[config.mk]
export PLATFORM = sky130hd
export DESIGN_NAME = wordle_scorer
export DESIGN_NICKNAME = d
export VERILOG_FILES = /design/src/rtl/wordle_pkg.sv /design/src/rtl/wordle_letter_match.sv /design/src/rtl/wordle_scorer.sv
export SDC_FILE = /design/constraint.sdc
export NUM_CORES = 1
export LEC_CHECK = 0
export CAP_MARGIN = 25
export CORE_AREA = 3 3 86 148
export CTS_BUF_LIST = sky130_fd_sc_hd__clkbuf_16
export CTS_CLUSTER_SIZE = 28
export DETAILED_ROUTE_END_ITERATION = 12
export DIE_AREA = 0 0 89 151
export HOLD_SLACK_MARGIN = 0.05
export PLACE_DENSITY = 0.85
export REMOVE_ABC_BUFFERS = 1
export SLEW_MARGIN = 20
export SYNTH_ARGS = -nofsm -noshare
export SYNTH_HDL_FRONTEND = slang
export SYNTH_SLANG_ARGS = --single-unit
[constraint.sdc]
create_clock -name Clk -period 3.1 [get_ports Clk]
set_clock_uncertainty 0.1 [all_clocks]
set_input_delay 0.775 -clock Clk [delete_from_list [all_inputs] [get_ports Clk]]
set_output_delay 0.775 -clock Clk [all_outputs]
set_load 0.01 [all_outputs]
[src/rtl/wordle_pkg.sv]
// Shared constants, colour codes and scorer state type for the Wordle scorer.
// Duplicate-letter handling is selected elsewhere by WORDLE_DUP_CHECK_EN.
package wordle_pkg;

    localparam int LETTERS  = 5;
    localparam int LETTER_W = 8;
    localparam int WORD_W   = LETTERS * LETTER_W;
    localparam int SCORE_W  = 2 * LETTERS;
    localparam int IDX_W    = 3;

    localparam logic [1:0] GRAY   = 2'b00;
    localparam logic [1:0] YELLOW = 2'b01;
    localparam logic [1:0] GREEN  = 2'b10;

    localparam logic [SCORE_W-1:0] ALL_GREEN = {LETTERS{GREEN}};

    typedef enum logic [1:0] {
        ST_IDLE,
        ST_GREEN,
        ST_YELLOW,
        ST_DONE
    } state_t;

endpackage

[src/rtl/wordle_letter_match.sv]
// Combinational search for the lowest answer slot holding a letter that is not yet used.
// Letter 0 sits in the most significant byte of the answer word.
module wordle_letter_match
    import wordle_pkg::*;
(
    input  logic [LETTER_W-1:0] letter_i,
    input  logic [WORD_W-1:0]   answer_i,
    input  logic [LETTERS-1:0]  used_i,
    output logic                found_o,
    output logic [IDX_W-1:0]    j_o
);

    // Scanning from the top down lets the lowest matching slot win.
    always_comb begin
        found_o = 1'b0;
        j_o     = '0;
        for (int k = LETTERS - 1; k >= 0; k--) begin
            if (!used_i[k] && (answer_i[WORD_W-1-LETTER_W*k -: LETTER_W] == letter_i)) begin
                found_o = 1'b1;
                j_o     = IDX_W'(k);
            end
        end
    end

endmodule

[src/rtl/wordle_scorer.sv]
// Wordle guess scorer: one green pass, then five yellow passes, result held until taken.
// Define WORDLE_DUP_CHECK_EN to consume answer letters so duplicates are not over-counted.
module wordle_scorer
    import wordle_pkg::*;
(
    input  logic        Clk,
    input  logic        reset,
    input  logic        in_valid,
    output logic        in_ready,
    input  logic [39:0] guess,
    input  logic [39:0] answer,
    output logic        out_valid,
    input  logic        out_ready,
    output logic [9:0]  score,
    output logic        win
);

    state_t               state_q, state_d;
    logic [WORD_W-1:0]    guess_q, guess_d;
    logic [WORD_W-1:0]    answer_q, answer_d;
    logic [SCORE_W-1:0]   score_q, score_d;
    logic [LETTERS-1:0]   used_q, used_d;
    logic [IDX_W-1:0]     idx_q, idx_d;

    logic [LETTER_W-1:0]  cur_letter;
    logic                 cur_green;
    logic [LETTERS-1:0]   match_mask;
    logic                 match_found;
    logic [IDX_W-1:0]     match_j;

    always_comb begin
        cur_letter = '0;
        cur_green  = 1'b0;
        for (int i = 0; i < LETTERS; i++) begin
            if (idx_q == IDX_W'(i)) begin
                cur_letter = guess_q[WORD_W-1-LETTER_W*i -: LETTER_W];
                cur_green  = (score_q[SCORE_W-1-2*i -: 2] == GREEN);
            end
        end
    end

`ifdef WORDLE_DUP_CHECK_EN
    assign match_mask = used_q;
`else
    assign match_mask = '0;
`endif

    wordle_letter_match u_match (
        .letter_i (cur_letter),
        .answer_i (answer_q),
        .used_i   (match_mask),
        .found_o  (match_found),
        .j_o      (match_j)
    );

    always_comb begin
        // NOTE: every next-state signal defaults to its register so no path infers a latch.
        state_d  = state_q;
        guess_d  = guess_q;
        answer_d = answer_q;
        score_d  = score_q;
        used_d   = used_q;
        idx_d    = idx_q;

        case (state_q)
            ST_IDLE: begin
                if (in_valid) begin
                    guess_d  = guess;
                    answer_d = answer;
                    state_d  = ST_GREEN;
                end
            end
            ST_GREEN: begin
                for (int i = 0; i < LETTERS; i++) begin
                    if (guess_q[WORD_W-1-LETTER_W*i -: LETTER_W] ==
                        answer_q[WORD_W-1-LETTER_W*i -: LETTER_W]) begin
                        score_d[SCORE_W-1-2*i -: 2] = GREEN;
                        used_d[i]                   = 1'b1;
                    end else begin
                        score_d[SCORE_W-1-2*i -: 2] = GRAY;
                        used_d[i]                   = 1'b0;
                    end
                end
                idx_d   = '0;
                state_d = ST_YELLOW;
            end
            ST_YELLOW: begin
                if (!cur_green && match_found) begin
                    for (int i = 0; i < LETTERS; i++) begin
                        if (idx_q == IDX_W'(i)) begin
                            score_d[SCORE_W-1-2*i -: 2] = YELLOW;
                        end
                        if (match_j == IDX_W'(i)) begin
                            used_d[i] = 1'b1;
                        end
                    end
                end
                if (idx_q == IDX_W'(LETTERS - 1)) begin
                    idx_d   = '0;
                    state_d = ST_DONE;
                end else begin
                    idx_d = idx_q + IDX_W'(1);
                end
            end
            ST_DONE: begin
                if (out_ready) begin
                    state_d = ST_IDLE;
                end
            end
            default: state_d = ST_IDLE;
        endcase
    end

    // NOTE: state registers use non-blocking assignments so all update together at the edge.
    always_ff @(posedge Clk or posedge reset) begin
        if (reset) begin
            state_q  <= ST_IDLE;
            guess_q  <= '0;
            answer_q <= '0;
            score_q  <= '0;
            used_q   <= '0;
            idx_q    <= '0;
        end else begin
            state_q  <= state_d;
            guess_q  <= guess_d;
            answer_q <= answer_d;
            score_q  <= score_d;
            used_q   <= used_d;
            idx_q    <= idx_d;
        end
    end

    assign in_ready  = (state_q == ST_IDLE);
    assign out_valid = (state_q == ST_DONE);
    assign score     = score_q;
    assign win       = (score_q == ALL_GREEN);

endmodule

==> impl_metrics.toml, run 1 <==
[timing]
hold_ws_ns = 0.4029
slew_headroom_pct = 61.51
finalHoldViolCount = 0
setup_violations = 0
drv_slew = 0
tightest_slew_ns = 0.5774
period_share_pct = 98.81
timing.fmax_mhz = 326.5
fin_crit_ns = 3.063

[power_and_ir_drop]
leakage_nw = 2.900
seqPwrFrac_pct = 32.6
power.internal_mw = 4.624
combPwrFrac_pct = 53.5
power_density_nw_per_um2 = 1082
ir_drop_mv = 0.5705
swShare_pct = 41.68
power_switching_mw = 3.305
clockPowerShare_pct = 13.8

[synth]
netlist_area_sq_um = 5520
yosys.cell_types.count = 53
syn_inst = 502
synth_mux_area_share_pct = 16.32
avgSynthCellArea_sq_um = 11.00
synthXorXnorAreaFrac_pct = 6.346
synth_compound_area_share_pct = 16.68
synth_edf_count = 0
async_flop_share_pct = 100.0
synth_seq_area_share_pct = 43.06
ys.warnings.count = 0
ys.flop_type = "dfrtp_1"
ys_ff_latch = 95
synth_top_family_by_area = "compound AO/OA/AOI/OAI gates"
synth_adder_area_share_pct = 2.040
synthSimpleGateAreaFrac_pct = 12.35

[routing]
vias = 4763
wl_per_cell_um = 20.76
antenna_left = 0
drc = 0
drt_first_pass_iters = 5
vias_per_cell = 6.251
drtIter0Drc = 562
drt-total-wl_mm = 15.82

[finish]
drive_gt1_share_pct = 26.63
syn2layout_area_growth_pct = 32.73
final_nets = 715
final_core_util_pct = 62.91
instances_no_fill = 762
antenna_cells = 0
fin_area_sq_um = 7327

[placement]
routabilityCongestion = 0.8963
hpwl_mm = 11.43
dpl_cell_area_sq_um = 6723
dp_cells = 734
io_buffers = 96

[floorplanning]
rows = 52
fp.coreArea_sq_um = 11650
design.die.area_sq_um = 13440
die_h_um = 151
ios = 97
start_util_pct = 47.40
die_x_um = 89

[clock_tree]
path_clk_slew_ns = 0.06
clock_path_buffers = 2
cts_sinks = 95
clock_latency_ns = 0.35
cts_buffers = 9
hold_buffers = 0
h-tree-depth = 3
root_buffer = "clkbuf_16"
cts_tree = "built"

[worst_setup_path]
cp_max_fo = 6
crit_chain = "ha_1 > ha_2 > or2_4 > a221o_1 > a21boi_0 > o22ai_1 > nor4_2 > buf_4 > nor2_4 > a2111oi_4 > o22ai_1"
regToRegSetupSlack_ns = 0.04
critPathTopFamily = "compound AO/OA/AOI/OAI gates"
startpoint_type = "flip-flop"
crit_type = "reg -> reg"
r2r_start = "idx_q[0]$_DFFE_PP0P_"
cp-startpoint = "idx_q[0]$_DFFE_PP0P_"
required_ns = 3.22
crit_buf_inv = 1
cp_slowest_cell = "dfrtp_2"
cpMostUsedCell = "o22ai_1"
worstPathArrival_ns = 3.18
cpPeakStageDelay_ns = 0.44
cp-end-kind = "flip-flop"

[global_routing]
antenna_found_initial = 0
grt_use_total_pct = 22.15
grt_pass1_vias = 4624
grt_overflow = 0
grt_max_degree = 48
grt_pass1_wl_mm = 22.87

[worst_hold_path]
hp-class = "reg -> reg"
hold_start = "score[4]$_DFFE_PP0P_"

[outcome]
outcome = "complete, no violations"

[flow_run]
maxCapViolCount = 0
[power by group through the flow]
stage,registers (mW),logic (mW),clock network (mW)
after CTS,2.55,3.67,1.11
after global placement,2.54,3.49,0
after floorplan,2.29,2.84,0
after detailed placement,2.57,3.61,0
after global routing,2.65,4.54,1.16
final,2.59,4.24,1.10
[placed cells by master (no fill, tap or decap), types with 3 or more instances in the layout]
cell | synthesis | final
or3_1 | 28 | 28
nor3_1 | 11 | 11
nand3b_1 | 9 | 9
o21ai_2 | 3 | 5
buf_4 | 1 | 26
a221o_1 | 4 | 4
clkdlybuf4s50_1 | 0 | 96
nand4_1 | 12 | 12
clkinv_2 | 0 | 3
nand2b_1 | 4 | 4
a21oi_1 | 12 | 9
xnor2_1 | 31 | 31
a21o_1 | 3 | 3
a21boi_0 | 5 | 3
ha_4 | 0 | 3
a211oi_1 | 5 | 4
a21oi_2 | 0 | 3
clkbuf_16 | 0 | 9
nand2_1 | 19 | 18
o21ai_0 | 37 | 36
o21a_1 | 8 | 8
inv_1 | 20 | 18
o21ai_1 | 6 | 3
and3_1 | 3 | 3
o22ai_1 | 7 | 7
xor2_1 | 9 | 9
or2_4 | 1 | 3
dfrtp_1 | 95 | 94
a22oi_1 | 13 | 13
mux2_2 | 80 | 80
a221oi_4 | 1 | 9
ha_1 | 9 | 5
nand3_1 | 13 | 13
a41oi_1 | 4 | 3
[per-stage QoR]
step | setup TNS [ns] | setup WS, ns | power [mW]
after CTS | 0 | 0.01489 | 7.335
after global placement | 0 | 0.02493 | 6.030
final | 0 | 0.03695 | 7.929
after global routing | -0.1995 | -0.1026 | 8.350
after floorplan | -26.16 | -0.2520 | 5.132
after detailed placement | -0.1906 | -0.06405 | 6.183
[final cells by class]
class,instances,area [sq um]
sequential,95,2379
clock buffer,9,225.2
timing repair buffer,124,1187
multi-input combinational,372,3226
inverter,20,76.32
clock inverter,7,65.06
fill,876,4319
tap,135,168.9
[cell families (layout without fill, tap and decap cells)]
group,Yosys count,count (layout)
buf+inv,40,160
flops,95,95
compound gates,123,126
fa+ha+maj,9,9
simple gates,115,117
mux,80,80
xor+xnor,40,40
[synthesized netlist by cell type (5+ instances only)]
| library cell | instances | area [sq um] |
|---|---|---|
| dfrtp_1 | 95 | 2377 |
| mux2_2 | 80 | 900.9 |
| o21ai_0 | 37 | 185.2 |
| xnor2_1 | 31 | 271.5 |
| or3_1 | 28 | 175.2 |
| inv_1 | 20 | 75.07 |
| nand2_1 | 19 | 71.32 |
| a22oi_1 | 13 | 97.59 |
| nand3_1 | 13 | 65.06 |
| a21oi_1 | 12 | 60.06 |
| nand4_1 | 12 | 75.07 |
| nor3_1 | 11 | 55.05 |
| ha_1 | 9 | 112.6 |
| nand3b_1 | 9 | 67.56 |
| xor2_1 | 9 | 78.83 |
| o21a_1 | 8 | 60.06 |
| a221oi_2 | 7 | 105.1 |
| buf_1 | 7 | 26.28 |
| o22ai_1 | 7 | 43.79 |
| buf_2 | 6 | 30.03 |
| o21ai_1 | 6 | 30.03 |
| a211oi_1 | 5 | 37.54 |
| a21boi_0 | 5 | 37.54 |
[sequential cells by signal, summed over array words and instances (netlist names)]
register,cells
idx_q,3
guess_q,40
answer_q,40
state_q,2
score,10
[metal layers]
layer,vias up,wire length (um),GRT usage [%]
met5,-,0,0
met4,0,800,11.77
met3,86,838,4.137
met2,248,8653,39.62
met1,2300,5527,24.05
li1,2129,-,-
[repair_timing]
item	4_1_cts	5_1_grt
resized for setup	4	35
pin swaps	0	11
gates cloned	0	5
buffers inserted	0	7
setup endpoints to repair	7	10
[path summary, 6_finish.rpt]
kind,to,cells after the start
min in group asynchronous,answer_q[31]$_DFFE_PP0P_,2
min,score[4]$_DFFE_PP0P_,1
max,score[7]$_DFFE_PP0P_,11
max in group asynchronous,idx_q[0]$_DFFE_PP0P_,3
min reg2reg,score[4]$_DFFE_PP0P_,1
max reg2reg,score[7]$_DFFE_PP0P_,11
No activity file was read; power rests on OpenSTA's default activity.
==> run 2: changes to the inputs <==
- CTS_CLUSTER_SIZE: 28 -> 25
- SKIP_LAST_GASP: default -> 1
==> results of run 2 <==
Final layout, timing and power as in run 1 (identical DEF).
